## config.mk

```make
export PLATFORM = sky130hd
export DESIGN_NAME = fetch_buffer
export DESIGN_NICKNAME = d
export VERILOG_FILES = /design/src/rtl/fetch_buffer.sv
export SDC_FILE = /design/constraint.sdc
export NUM_CORES = 2
export LEC_CHECK = 0
export ABC_AREA = 0
export CAP_MARGIN = 25
export CORE_UTILIZATION = 50
export CTS_CLUSTER_SIZE = 28
export DETAILED_ROUTE_END_ITERATION = 8
export PLACE_DENSITY_LB_ADDON = 0.05
export SYNTH_ARGS = -nofsm -noshare
export SYNTH_HDL_FRONTEND = slang
export SYNTH_SLANG_ARGS = --single-unit
```

## constraint.sdc

```tcl
create_clock -name clock -period 41.4 [get_ports clock]
set_input_delay 8.28 -clock clock [delete_from_list [all_inputs] [get_ports clock]]
set_output_delay 8.28 -clock clock [all_outputs]
set_load 0.01 [all_outputs]
```

## src/rtl/fetch_buffer.sv

```systemverilog
// Three-wide fetch-to-dispatch instruction FIFO with a circular buffer of DEPTH entries.
// Define FETCH_BUFFER_BYPASS_EN to forward fetch packets straight to dispatch when the buffer is empty.
package fetch_buffer_pkg;
   typedef struct packed {
      logic        valid;
      logic [31:0] inst;
      logic [31:0] NPC;
      logic [31:0] PC;
   } IF_ID_PACKET;
endpackage

module fetch_buffer
   import fetch_buffer_pkg::*;
#(
   parameter int DEPTH = 8
) (
   input  logic                       clock,
   input  logic                       reset,
   input  IF_ID_PACKET [2:0]          if_packet_in,
   input  logic [2:0]                 d_stall,
   input  logic                       squash,
   output logic [1:0]                 space_avail,
   output IF_ID_PACKET [2:0]          dis_packet_out,
   output logic [$clog2(DEPTH+1)-1:0] count,
   output logic                       empty,
   output logic                       full
);
   localparam int PW = $clog2(DEPTH);
   localparam int CW = $clog2(DEPTH+1);
   localparam logic [CW-1:0] DEPTH_C = CW'(DEPTH);

   IF_ID_PACKET   mem_q [DEPTH];
   logic [PW-1:0] head_q, head_d, tail_q, tail_d;
   logic [CW-1:0] count_q, count_d, free;
   logic [1:0]    in_run, push_n, pop_n, wr_n, wr_off, rd_n;
   logic          bypass;

   assign free        = DEPTH_C - count_q;
   assign space_avail = (free >= CW'(3)) ? 2'd3 : free[1:0];
   assign count       = count_q;
   assign empty       = (count_q == '0);
   assign full        = (count_q == DEPTH_C);

`ifdef FETCH_BUFFER_BYPASS_EN
   assign bypass = (count_q == '0) && !squash;
`else
   assign bypass = 1'b0;
`endif

   // Only the contiguous valid run starting at slot 0 counts as fetched.
   always_comb begin
      in_run = 2'd0;
      if (if_packet_in[0].valid) begin
         in_run = 2'd1;
         if (if_packet_in[1].valid) begin
            in_run = 2'd2;
            if (if_packet_in[2].valid) in_run = 2'd3;
         end
      end
      push_n = (in_run > space_avail) ? space_avail : in_run;
   end

   always_comb begin
      for (int i = 0; i < 3; i++) begin
         if (bypass) begin
            dis_packet_out[i]       = if_packet_in[i];
            dis_packet_out[i].valid = (2'(i) < push_n);
         end else begin
            dis_packet_out[i]       = mem_q[head_q + PW'(i)];
            dis_packet_out[i].valid = !squash && (CW'(i) < count_q);
         end
      end
   end

   always_comb begin
      pop_n = 2'd0;
      if (dis_packet_out[0].valid && !d_stall[0]) begin
         pop_n = 2'd1;
         if (dis_packet_out[1].valid && !d_stall[1]) begin
            pop_n = 2'd2;
            if (dis_packet_out[2].valid && !d_stall[2]) pop_n = 2'd3;
         end
      end
   end

   // In bypass the popped packets never touch storage; only the leftover tail is written.
   always_comb begin
      wr_off  = bypass ? pop_n : 2'd0;
      wr_n    = push_n - wr_off;
      rd_n    = bypass ? 2'd0 : pop_n;
      head_d  = head_q + PW'(rd_n);
      tail_d  = tail_q + PW'(wr_n);
      count_d = count_q + CW'(wr_n) - CW'(rd_n);
      if (squash) begin
         head_d  = '0;
         tail_d  = '0;
         count_d = '0;
      end
   end

   always_ff @(posedge clock or negedge reset) begin
      if (!reset) begin
         head_q  <= '0;
         tail_q  <= '0;
         count_q <= '0;
      end else begin
         head_q  <= head_d;
         tail_q  <= tail_d;
         count_q <= count_d;
      end
   end

   // Payload storage is deliberately not reset; pointers alone define occupancy.
   always_ff @(posedge clock) begin
      if (reset && !squash) begin
         for (int k = 0; k < 3; k++) begin
            if (2'(k) < wr_n) mem_q[tail_q + PW'(k)] <= if_packet_in[wr_off + 2'(k)];
         end
      end
   end
endmodule

```

# == Word-level counts from Yosys, hierarchy flattened ==
# Memories as Yosys holds them, arrays and structs flattened.
# Cells that the tools add are included.
# word_totals
regBits,10
latch_bits,0
ramBits,776
rom_bits,0
inputBits,297
out_inout_bits,299
word_cells,54
memories,1
# op_classes
add_sub_neg,9
n_mul,0
div_mod_pow,0
order_cmp,8
eq_ne,1
n_shift,0
n_mux,20
bitwise_logic,0
reduce_logical,12
# mem_list
memory,depth,word_bits,rd,rd_ports_with_merged_regs,write_ports,line,text
mem_q,8,97,3,0,3,32,IF_ID_PACKET mem_q [DEPTH];
# op_table
operator,count
2-bit two-way mux,6
1-bit two-way mux,11
1-bit by 4-bit less-than comparator with 1-bit output (first input constant),2
1-bit logical AND,7
3-bit by 1-bit adder with 3-bit output (second input constant),2
3-bit by 2-bit adder with 3-bit output,2
3-bit by 2-bit adder with 3-bit output (second input constant),2
3-bit two-way mux,2
4-bit by 2-bit adder with 4-bit output,1
4-bit == test (second input constant),1
4-bit by 2-bit greater-or-equal comparator with 1-bit output (second input constant),1
1-bit zero test,4
4-bit zero test,1
1-bit by 2-bit less-than comparator with 1-bit output (first input constant),2
2-bit by 4-bit less-than comparator with 1-bit output (first input constant),1
4-bit two-way mux,1
4-bit by 2-bit subtractor with 4-bit output,1
4-bit subtractor (first input constant),1
2-bit > comparator,1
2-bit less-than comparator (first input constant),1

# == Depth between registers and ports, before layout ==
# logic_depth
ltp_word,9
ltp_mapped,19
mapped_depth_nobuf,18

# == Worst setup path after synthesis ==
# Ideal clock, no wire load.
# synth_path
path_type,input port to flip-flop
from,in if_packet_in[193] (netlist bit)
to,"mem mem_q[0][0] (netlist bit), enable pin"
setup_ps,879
arrival_ps,20621
required_time_ps,40521
slack_ps,19901
path_stages,8
path_buffers,1
cell_sequence,inv_1 -> o21ai_0 -> ha_1 -> or3_1 -> o211ai_1 -> buf_4 -> a21oi_1 -> o311ai_0
# synth_rtl
element,line,text
from (decl),19,"input IF_ID_PACKET [2:0] if_packet_in,"
to (decl),32,

==> results.py <==
metrics = {
    "min_path": {
        "hp-class": "register to register",
    },
    "clock_network": {
        "cts_tree": "yes",
        "cts_buffers": 94,
        "cts_setup_buffers": 0,
        "clock_latency_ps": 670,
        "clockBufferDepth": 3,
        "cts-root-buf": "clkbuf_16",
        "ctsResizeCount": 0,
        "h-tree-depth": 3,
        "clock_sinks": 778,
        "cts.reportedPaths.clkPinSlew_ps": 60,
        "cts_hold_buf": 0,
    },
    "run_status": {
        "outcome": "complete, no violations",
    },
    "global_route": {
        "grt_pass1_vias": 38900,
        "grt_pass1_wl_mm": 273,
        "grt-ovfl-total": 0,
        "antenna_found_initial": 45,
        "gr-usage-all-layers_pct": 32.3,
        "grt_max_degree": 200,
    },
    "logic_synthesis": {
        "ys_async_sr_fraction_pct": 1.29,
        "yosys_warnings": 0,
        "yosysMostFrequentCell": "mux2_2",
        "synth_area_per_cell_um2": 14.0,
        "ys_top_cells_by_area": "edfxtp_1 41%, mux2_2 35%, mux4_2 11%, o21ai_0 2.6%, nand2_1 1.9%",
        "synth_ff_type": "edfxtp_1",
        "ys_types": 48,
        "synth_edf_count": 768,
        "ys_ff_latch": 778,
        "synthTopCellsByCount": "1,766 x mux2_2, 768 x edfxtp_1, 293 x nand2_1",
        "synth_area_mm2": 0.0565,
        "yosysTopAreaCell": "edfxtp_1",
        "seq_area_frac_synth_pct": 41.2,
        "syn_nets": 4344,
        "netlist_instances": 4028,
        "synth_top_area_share_pct": 40.8,
    },
    "timing": {
        "maxSlewViolCount": 0,
        "layout_min_cycle_time_ps": 18210,
        "finalSetupViolations": 0,
        "timing.final.crit_share_pct": 44.0,
        "timing.setup.tns_ps": 0,
        "rsz0062_at_grt": "false",
        "worst_slew_pin_slew_ps": 1080,
        "worst_hold_slack_ps": 750,
        "finalClockSkew_ps": 16.2,
        "slew-limit-headroom_pct": 27.8,
        "hold_viol": 0,
        "fmax_mhz": 54.9,
    },
    "drt": {
        "drc": 0,
        "drtIter0Drc": 3211,
        "wl_per_cell_um": 31.1,
        "first_pass_iters": 5,
        "routed_wl_mm": 188,
        "ant_nets": 0,
        "vias_per_cell": 6.32,
        "route.vias.total": 38200,
    },
    "final_layout": {
        "final_util_pct": 59.8,
        "drive_gt1_share_pct": 50.5,
        "final_cells": 6050,
        "area_growth_pct": 18.0,
        "fillers": 8867,
        "nNetsFinal": 4775,
    },
    "setup_path": {
        "worstPathRequired_ps": 33120,
        "path_class": "primary input to output port",
        "r2r_slack_ps": 35670,
        "start_kind": "primary input",
        "crit_path_end_kind": "output port",
        "crit_arrival_ps": 9930,
        "path_max_fanout": 18,
    },
    "floorplan": {
        "start_util_pct": 50.7,
        "dieHeight_um": 338,
        "rows": 122,
        "coreArea_mm2": 0.111,
        "dieArea_mm2": 0.114,
        "num_io_pins": 596,
        "fp.dieW_um": 338,
    },
    "placed_design": {
        "dp_hpwl_mm": 104,
        "io_buffers": 595,
        "place.gp.congestion": 0.793,
        "place_inst": 5848,
    },
    "power": {
        "vdd_drop_max_v": 0.0000289,
        "powerDensity_mw_per_mm2": 42.0,
        "p_leak_nw": 21.3,
    },
    "job": {
        "drv_cap": 0,
    },
}
[registers in the layout, indices dropped and copies added (netlist names)]
signal and flops:
head_q 3, count 4, tail_q 3, mem_q 768
[cells in the final DEF, fill, tap and decap left out, types with 5 or more instances in the layout]
master / netlist / layout
mux2_1: 58 / 58
nor2b_1: 10 / 10
diode_2: 0 / 29
nand2_1: 293 / 293
o311ai_2: 0 / 6
inv_1: 16 / 16
buf_4: 33 / 63
dfrtp_1: 10 / 7
clkinv_1: 0 / 22
nand3_4: 3 / 6
o21ai_0: 291 / 291
clkbuf_16: 0 / 95
mux2_2: 1766 / 1766
a21oi_1: 5 / 5
or3_1: 6 / 6
nand4_4: 5 / 6
bufinv_16: 0 / 10
clkdlybuf4s50_1: 0 / 595
clkinv_2: 0 / 13
mux4_2: 288 / 288
buf_12: 0 / 10
clkbuf_1: 160 / 25
nor2_1: 9 / 9
mux2i_1: 96 / 96
ha_1: 15 / 14
edfxtp_1: 768 / 768
[final cells by class]
type	instances	area (um^2)	area share, %
Antenna cell	29	72.6	0.109
Inverter	16	60.1	0.0901
Tap cell	1488	1860	2.79
Clock inverter	49	482	0.722
Multi-Input combinational cell	2898	31700	47.5
Sequential cell	778	23300	35.0
Timing Repair Buffer	671	6710	10.1
Clock buffer	121	2480	3.73
[critical path, cell delays in order]
cell and delay, ps:
clkdlybuf4s50_1 750, a21oi_1 320, clkdlybuf4s50_1 570
[power breakdown]
group          total, mW  internal (mW)  leakage (nW)  switching [mW]
Combinational       1.00          0.518          12.8           0.486
Sequential         0.967          0.936          7.06          0.0305
Clock              0.828          0.483          1.45           0.345
Total               2.80           1.94          21.3           0.862
[final timing paths]
check	startpoint	end	depth (start not counted)
min reg2reg	tail_q[0]	tail_q[0]	2
min in group asynchronous	reset	count[2]	1
min	tail_q[0]	tail_q[0]	2
max	squash	dis_packet_out[290]	3
max in group asynchronous	reset	head_q[2]	1
max reg2reg	count[1]	mem_q[4][40]	13
[through the flow]
stage / setup slack [ps] / area, um^2 / power, mW
floorplan: 19900 / 56500 / 1.58
global placement: 23180 / 63500 / 1.98
detailed placement: 23160 / 63600 / 1.98
CTS: 23160 / 66500 / 2.81
global route: 23100 / 66700 / 2.90
finish: 23190 / 66700 / 2.80
[cells by family (layout without fill, tap and decap cells)]
group                    after synthesis  count (layout)  share of synthesized area (%)
buffers and inverters                352             857                           2.93
XOR/XNOR                               8               8                          0.151
other                                  0              29                              0
AO/OA/AOI/OAI                        310             310                           2.82
multiplexers                        2208            2208                           49.5
AND/OR/NAND/NOR                      353             353                           2.88
flip-flops                           778             778                           41.2
adder cells (fa/ha/maj)               19              19                          0.474
[layer usage]
| layer | up-vias | GRT usage [%] | wire length [um] |
|---|---|---|---|
| met3 | 365 | 6.75 | 14100 |
| li1 | 16900 | - | - |
| met5 | - | 0 | 237 |
| met1 | 19500 | 41.3 | 74800 |
| met4 | 36 | 12.6 | 6430 |
| met2 | 1419 | 53.7 | 92400 |
No activity file was read; power rests on OpenSTA's default activity.
